--- src/rtl/sm_txt_pkg.sv ---
// rtl/sm_txt_pkg.sv - shared state encoding and defaults for the text-mode CRT fetch sequencer
package sm_txt_pkg;

    typedef enum logic [2:0] {
        IDLE   = 3'd0,
        T_REQ  = 3'd1,
        T_WAIT = 3'd2,
        F_REQ  = 3'd3,
        F_WAIT = 3'd4
    } txt_state_e;

    localparam int DEF_PAN_EXTRA = 4;

    // Wide enough to hold a terminal value of 31 (bursts up to 32).
    localparam int BURST_CNT_W = 6;

endpackage

--- src/rtl/txt_burst_cnt.sv ---
// rtl/txt_burst_cnt.sv - burst request counter with sync clear and terminal-count flag
module txt_burst_cnt #(
    parameter int W = 6
) (
    input  logic         mem_clk,
    input  logic         hreset_n,
    input  logic         clr,
    input  logic         inc,
    input  logic [W-1:0] last,
    output logic         tc
);

    logic [W-1:0] count;

    // Terminal count is the value just before wrap; the wrapping increment clears the counter.
    assign tc = (count == last);

    // Counter register: clear wins, otherwise wrap to zero on the terminal increment.
    always_ff @(posedge mem_clk or negedge hreset_n) begin
        if (!hreset_n) begin
            count <= '0;
        end else if (clr) begin
            count <= '0;
        end else if (inc) begin
            count <= tc ? '0 : count + W'(1);
        end
    end

endmodule

--- src/rtl/sm_txt_crt_burst.sv ---
// rtl/sm_txt_crt_burst.sv - text-mode CRT fetch sequencer: text burst, then font burst, per character group
import sm_txt_pkg::*;

module sm_txt_crt_burst #(
    parameter int TXT_BURST  = 8,
    parameter int FONT_BURST = 8,
    parameter int HDE_W      = 8,
    parameter int PAN_EXTRA  = DEF_PAN_EXTRA,
    parameter int CNT_W      = HDE_W + 2
) (
    input  logic             mem_clk,
    input  logic             hreset_n,
    input  logic             sync_c_crt_line_end,
    input  logic             start_txt_sm,
    input  logic             crt_gnt,
    input  logic             text_mode,
    input  logic             svga_ack,
    input  logic             data_complete,
    input  logic             paged_font,
    input  logic [HDE_W-1:0] c_hde,
    output logic             txt_crt_svga_req,
    output logic             tx_cnt_inc,
    output logic             enrd_tx_addr,
    output logic             dum_ff_read,
    output logic             enrd_font_addr,
    output logic             extend_font_addr,
    output logic             font_plane_sel,
    output logic             busy,
    output logic             line_done
);

    localparam logic [BURST_CNT_W-1:0] TXT_LAST  = BURST_CNT_W'(TXT_BURST - 1);
    localparam logic [BURST_CNT_W-1:0] FONT_LAST = BURST_CNT_W'(FONT_BURST - 1);

    txt_state_e               state;
    txt_state_e               state_nx;
    logic [CNT_W-1:0]         char_count;
    logic [CNT_W-1:0]         hde_limit;
    logic [CNT_W:0]           char_sum;
    logic [BURST_CNT_W-1:0]   burst_last;
    logic                     burst_tc;
    logic                     cnt_inc;
    logic                     cnt_clr;
    logic                     grp_start;
    logic                     grp_done;

    // Quota covers the visible characters plus the panning margin.
    assign hde_limit = CNT_W'(c_hde) + CNT_W'(PAN_EXTRA);
    assign line_done = (char_count >= hde_limit);
    assign busy      = (state != IDLE);
    assign char_sum  = {1'b0, char_count} + (CNT_W+1)'(TXT_BURST);
    assign cnt_clr   = sync_c_crt_line_end | (state == IDLE);

    // One counter serves both phases; only the terminal value changes.
    txt_burst_cnt #(.W(BURST_CNT_W)) u_req_cnt (
        .mem_clk  (mem_clk),
        .hreset_n (hreset_n),
        .clr      (cnt_clr),
        .inc      (cnt_inc),
        .last     (burst_last),
        .tc       (burst_tc)
    );

    // State register.
    always_ff @(posedge mem_clk or negedge hreset_n) begin
        if (!hreset_n) begin
            state <= IDLE;
        end else begin
            state <= state_nx;
        end
    end

    // Next-state and strobe decode; line end overrides every transition.
    always_comb begin
        state_nx         = state;
        txt_crt_svga_req = 1'b0;
        tx_cnt_inc       = 1'b0;
        enrd_tx_addr     = 1'b0;
        dum_ff_read      = 1'b0;
        enrd_font_addr   = 1'b0;
        extend_font_addr = 1'b0;
        cnt_inc          = 1'b0;
        burst_last       = TXT_LAST;
        grp_start        = 1'b0;
        grp_done         = 1'b0;
        case (state)
            IDLE: begin
                if (crt_gnt && start_txt_sm && text_mode && !line_done) begin
                    state_nx  = T_REQ;
                    grp_start = 1'b1;
                end
            end
            T_REQ: begin
                txt_crt_svga_req = 1'b1;
                enrd_tx_addr     = 1'b1;
                if (svga_ack) begin
                    tx_cnt_inc = 1'b1;
                    cnt_inc    = 1'b1;
                    if (burst_tc) state_nx = T_WAIT;
                end
            end
            T_WAIT: begin
                if (data_complete) state_nx = F_REQ;
            end
            F_REQ: begin
                txt_crt_svga_req = 1'b1;
                extend_font_addr = 1'b1;
                burst_last       = FONT_LAST;
                if (svga_ack) begin
                    dum_ff_read    = 1'b1;
                    enrd_font_addr = 1'b1;
                    cnt_inc        = 1'b1;
                    if (burst_tc) state_nx = F_WAIT;
                end
            end
            F_WAIT: begin
                if (data_complete) begin
                    state_nx = IDLE;
                    grp_done = 1'b1;
                end
            end
            default: state_nx = IDLE;
        endcase
        if (sync_c_crt_line_end) begin
            state_nx  = IDLE;
            cnt_inc   = 1'b0;
            grp_start = 1'b0;
            grp_done  = 1'b0;
        end
    end

    // Per-line character count, saturating so a long line cannot wrap back below the quota.
    always_ff @(posedge mem_clk or negedge hreset_n) begin
        if (!hreset_n) begin
            char_count <= '0;
        end else if (sync_c_crt_line_end) begin
            char_count <= '0;
        end else if (grp_done) begin
            char_count <= char_sum[CNT_W] ? '1 : char_sum[CNT_W-1:0];
        end
    end

    // Font plane is frozen for the whole group at the moment the group starts.
    always_ff @(posedge mem_clk or negedge hreset_n) begin
        if (!hreset_n) begin
            font_plane_sel <= 1'b0;
        end else if (grp_start) begin
            font_plane_sel <= paged_font;
        end
    end

endmodule

--- config.mk ---
export PLATFORM = sky130hd
export DESIGN_NAME = sm_txt_crt_burst
export DESIGN_NICKNAME = d
export VERILOG_FILES = /design/src/rtl/sm_txt_pkg.sv /design/src/rtl/txt_burst_cnt.sv /design/src/rtl/sm_txt_crt_burst.sv
export SDC_FILE = /design/constraint.sdc
export NUM_CORES = 1
export LEC_CHECK = 0
export ABC_AREA = 1
export BUFFER_PORTS_ARGS = -buffer_cell sky130_fd_sc_hd__buf_2
export CAP_MARGIN = 40
export CORE_ASPECT_RATIO = 0.6
export CORE_MARGIN = 2
export CORE_UTILIZATION = 50
export DETAILED_ROUTE_END_ITERATION = 10
export GPL_TIMING_DRIVEN = 0
export PLACE_DENSITY_LB_ADDON = 0.05
export SYNTH_ARGS = -nofsm -noshare
export SYNTH_HDL_FRONTEND = slang
export SYNTH_SLANG_ARGS = --single-unit
--- constraint.sdc ---
create_clock -name mem_clk -period 1.6 [get_ports mem_clk]
set_clock_uncertainty 0.05 [all_clocks]
set_input_delay 0.24 -clock mem_clk [delete_from_list [all_inputs] [get_ports mem_clk]]
set_output_delay 0.24 -clock mem_clk [all_outputs]
set_load 0.1 [all_outputs]
---- Word level (Yosys, flattened, before mapping) ----
Cells that the tools add are included.
storage, ports and cells
  bits in registers ....................... 20
  bits in latches ......................... 0
  RAM bits ................................ 0
  memory bits (read-only) ................. 0
  input bits .............................. 17
  output and inout port bits .............. 9
  memories ................................ 0
operators by class
  add/subtract/negate cells ............... 3
  $mul .................................... 0
  div/mod/pow operators ................... 0
  magnitude comparators ................... 1
  equality and inequality tests ........... 12
  shift operators ......................... 0
  mux-type cells .......................... 29
  bitwise logic cells ..................... 1
  reduce and logical (&&, ||, !) cells .... 10
operator list
  cell                                                                     number
  10-bit 2-to-1 mux                                                        3
  3-bit 2-to-1 mux                                                         8
  6-bit 2-to-1 mux                                                         3
  3-bit case mux with 5 select lines                                       1
  1-bit 2-to-1 mux                                                         14
  3-bit inequality test, second input constant                             4
  10-bit by 4-bit adder with 11-bit output, second input constant          1
  10-bit by 9-bit >= comparator with 1-bit output                          1
  8-bit by 3-bit adder with 9-bit output, second input constant            1
  3-bit by 2-bit inequality test with 1-bit output, second input constant  3
  7-bit AND reduction                                                      1
  6-bit by 1-bit adder with 6-bit output, second input constant            1
  3-bit by 2-bit == test with 1-bit output, second input constant          2
  6-bit by 3-bit == test with 1-bit output, second input constant          1
  2-bit nonzero test                                                       2
  3-bit by 1-bit == test with 1-bit output, second input constant          1
  3-bit == test, second input constant                                     1
  1-bit logical AND                                                        3
  3-bit logical NOT                                                        1
  3-bit nonzero test                                                       1
  2-bit OR reduction                                                       1
  1-bit logical NOT                                                        1
  1-bit bitwise OR                                                         1

---- Logic depth before layout (Yosys ltp) ----
  depth in word-level cells ............... 7
  depth in mapped cells ................... 13

---- Cells and area by module ----
Synthesis repeated with hierarchy kept, for this count alone.
unflattened totals
  cell total of the unflattened synthesis .. 208
  area, all modules ....................... 1519.0 sq um
by module, submodules not included
  module            times used  cells an instance  area each (sq um)  sequential area each (sq um)
  sm_txt_crt_burst  1           143                1074.8             300.3
  txt_burst_cnt     1           65                 444.2              150.1

---- Worst setup path before layout ----
No wires, ideal clock.
  path type ............................... reg2out
  start ................................... register state[2]
  end ..................................... output port enrd_font_addr
  arrival ................................. 2.989 ns
  required time ........................... 1.310 ns
  path slack .............................. -1.679 ns
  stages on the path, launching flop included .. 5
  path buffers ............................ 1
  path through ............................ dfrtp_1 > nor2_4 > nand2_2 > nor2_1 > buf_4
on the way
  longest elaborated chain between the ends .. 2
ends and longest elaborated chain
  item                                      RTL line                source
  start, declared                           sm_txt_crt_burst.sv:35  txt_state_e state;
  start signal, assigned                    sm_txt_crt_burst.sv:69  state <= state_nx;
  3-bit by 2-bit == test with 1-bit output  --
  1-bit 2-to-1 mux                          --
  end, declared                             sm_txt_crt_burst.sv:25  output logic enrd_font_addr,
No other way between the ends.

---- Final worst setup path ----
  start ................................... input port c_hde[4]
  end ..................................... output port line_done
on the way
  longest elaborated chain between the ends .. 2
ends and longest elaborated chain
  item                                             RTL line                source
  start, declared                                  sm_txt_crt_burst.sv:20  input logic [HDE_W-1:0] c_hde,
  8-bit by 3-bit adder with 9-bit output           sm_txt_crt_burst.sv:48  assign hde_limit = CNT_W'(c_hde) + CNT_W'(PAN_EXTRA);
  10-bit by 9-bit >= comparator with 1-bit output  sm_txt_crt_burst.sv:49  assign line_done = (char_count >= hde_limit);
  end, declared                                    sm_txt_crt_burst.sv:29  output logic line_done
No other way between the ends.

==> results.tsv <==
stage	metric	value	unit
critical_path	Crit Path Max Fanout	3	
pwr	cell area power density	1158	nW/um2
pwr	Logic pwr share	63.8	%
synthesis	Netlist Area Pre-Place	1433	um2
clock_network	clk buf depth	2	
sta	Hold WS	0.2304	ns
global_routing	first-pass GRT wire length	5.871	mm
route	DR vias	1399	
job	max-cap viol count	0	
route	Starting DRT DRC Count	117	
synthesis	Ys Warns	0	
global_routing	pin count of the biggest net entering global routing	19	
floorplanning	Die Area	3323	um2
floorplanning	row cnt	14	
sta	Slew @ Worst Pin	0.5005	ns
pwr	internal power	1.107	mW
critical_path	kind of critical path	input pin to output pin	
global_routing	global route total overflow	0	
clock_network	CTS root buf	clkbuf_8	
route	vias per std cell	5.299	
pwr	switching portion of total power	54.20	%
synthesis	Synth Net Count	215	
sta	Final setup viols	6	
placement	port bufs	24	
critical_path	crit path DAT	1.69	ns
floorplanning	CORE AREA	2610	um2
outcome	failing checks	negative setup slack	
global_routing	initial antenna violation count	0	
critical_path	Data required, critical path	1.31	ns
layout	area grow syn2layout	45.68	%
layout	layout cells sized above 1	44.40	%
synthesis	sequential area share after synthesis	31.44	%
placement	dpl hpwl	2.521	mm
pwr	clock share of power	12.9	%
floorplanning	DIE HEIGHT	45.46	um
synthesis	post-synthesis cell count	186	
outcome	status	finished, violations left	
layout	final design area excluding fillers	2087	um2
sta	Final min period	1.976	ns
pwr	VDD IR max	0.8348	mV
clock_network	CTS tree	yes	
sta	setup ws final	-0.3759	ns
route	final wirelength	3.681	mm
layout	nets@finish	263	
route	Remaining DRCs	0	
sta	Slew headroom	66.86	%
clock_network	CTS buffer count	3	
sta	fin crit share	123.5	%
synthesis	library cells used by synthesis	31	
pwr	P_leak	1.013	nW
synthesis	number of synthesized register bits	18	
route	Routed Antenna Nets	0	
route	per-cell routed wire length	13.94	um
clock_network	Worst-path clk slew	0.07	ns
clock_network	H-tree depth	1	
hold_path	Worst Hold Class	input pin to flop	
critical_path	CP Capture Type	output pin	
placement	Post-DP Area	1693	um2
pwr	Switch Pwr	1.310	mW
layout	Antenna Cells	0	
synthesis	Mean Syn Cell Area	7.702	um2
pwr	Reg power frac	23.3	%
clock_network	clock latency on the worst-skew pair	0.25	ns
sta	Peak Freq	0.5061	GHz
floorplanning	die width	73.11	um
floorplanning	starting density of the core	54.89	%
clock_network	clock sink count	18	
critical_path	CP startpoint kind	input pin	
sta	Hold Vio Cnt, Final	0	
placement	RePlAce Congestion	0.8644	
sta	RSZ-0062 raised after global routing	true	
route	iteration count of the initial detailed-routing pass	4	
global_routing	vias in the first global route	1302	
floorplanning	I/O pin count	26	
global_routing	gr usage total	23.54	%
sta	Final Max Slew Viols	0	
worst max-delay path, cell delays in order:
cell      delay, ns
buf_8          0.08
nand3_4        0.07
nand3b_1       0.17
xor2_1         0.16
ha_1           0.32
nand2_2        0.08
nor2_4         0.16
nand3_2        0.13
nand3_4        0.09
buf_12         0.17
sequential cells by signal, indices dropped and copies added (netlist names):
signal	flops
font_plane_sel	1
char_count	8
state	3
u_req_cnt.count	6
stage by stage:
stage / cells / setup WS (ns) / power, mW / TNS, ns / util, %
finish: 264 / -0.3759 / 2.417 / -1.371 / 79.96
detailed placement: 242 / -0.7925 / 1.868 / -2.758 / 64.86
CTS: 260 / -0.3685 / 2.318 / -1.133 / 76.65
floorplan: 186 / -0.6508 / 1.663 / -3.925 / -
global route: 264 / -0.4311 / 2.541 / -1.940 / 79.96
global placement: 242 / -0.7246 / 1.838 / -2.298 / 64.86
final timing paths:
kind / start / cells after the start / slack (ns) / to
max in group asynchronous: hreset_n / 2 / 0.78 / char_count[5]
hold / removal: paged_font / 5 / 0.23 / font_plane_sel
min in group asynchronous: hreset_n / 2 / 0.41 / state[0]
setup reg to reg: char_count[5] / 11 / -0.26 / font_plane_sel
hold reg to reg: u_req_cnt.count[5] / 2 / 0.49 / u_req_cnt.count[5]
setup / recovery: c_hde[4] / 10 / -0.38 / line_done
Yosys cell counts:
cell type	n	area, um2
nand2_1	31	116.4
inv_1	26	97.59
nand3_1	22	110.1
dfrtp_1	18	450.4
nor2_1	13	48.80
ha_1	12	150.1
o21ai_0	8	40.04
inv_2	6	22.52
xor2_1	6	52.55
a21oi_1	5	25.02
nand4_1	4	25.02
nor2_2	4	25.02
nand2_2	3	18.77
nor3_1	3	15.01
o21ai_1	3	15.01
buf_4	2	15.01
nand3_2	2	20.02
nand3b_1	2	15.01
nor3_2	2	20.02
o221ai_1	2	17.52
xnor2_1	2	17.52
a21boi_2	1	11.26
a21oi_4	1	16.27
and3b_1	1	8.760
nand2_4	1	11.26
nor2_4	1	11.26
nor2_8	1	20.02
o211ai_1	1	7.510
o211ai_2	1	12.51
o21a_1	1	7.510
o21ai_2	1	8.760
logic make-up (layout without fill, tap and decap cells):
family,count (synthesis),count (layout),share of synthesized area [%]
AND/OR/NAND/NOR,90,90,32.49
buffers and inverters,34,80,9.432
flip-flops,18,18,31.44
AO/OA/AOI/OAI,24,24,11.27
adder cells (fa/ha/maj),12,12,10.48
XOR/XNOR,8,8,4.891
cell type report:
cell class / count / area [um2]
Timing Repair Buffer: 43 / 382.9
Inverter: 32 / 120.1
Fill cell: 175 / 523.0
Tap cell: 32 / 40.04
Sequential cell: 18 / 455.4
Multi-Input combinational cell: 134 / 1020
Clock buffer: 3 / 41.29
Buffer: 2 / 27.53
power by group through the flow:
stage               sequential (mW)  clock [mW]  combinational [mW]
floorplan                     0.661           0                1.00
global placement              0.569           0                1.27
detailed placement            0.576           0                1.29
CTS                           0.562       0.318                1.44
global route                  0.570       0.342                1.63
finish                        0.562       0.312                1.54
placed cells by master, fill, tap and decap left out, drive strengths merged:
| master | n |
|---|---|
| nor3 | 5 |
| a21oi | 6 |
| and3b | 1 |
| ha | 12 |
| xor2 | 6 |
| clkbuf | 4 |
| a21boi | 1 |
| buf | 43 |
| dlygate4sd3 | 1 |
| nand4 | 4 |
| o21ai | 12 |
| nand2 | 35 |
| nand3 | 24 |
| inv | 32 |
| nand3b | 2 |
| nor2 | 19 |
| dfrtp | 18 |
| o221ai | 2 |
| o211ai | 2 |
| xnor2 | 2 |
| o21a | 1 |
metal layers:
metal  up-vias  routed length [um]  share of wire, %  global-route usage [%]
met1       649                1728                47                   33.24
met2        39                1755                48                   38.02
met3         4                 175               4.8                   5.088
met4         0                  21              0.57                   4.444
li1        707                   -                 -                       -
met5         -                   0                 0                       0
timing repair:
item | in CTS | in global routing
hold endpoints to repair | 18 | 0
pin swaps | 18 | 3
hold buffers | 1 | 0
buffers inserted | 14 | 4
endpoints found under the setup margin | 12 | 13
resized for setup | 40 | 17
(Power assumes the default switching activity.)
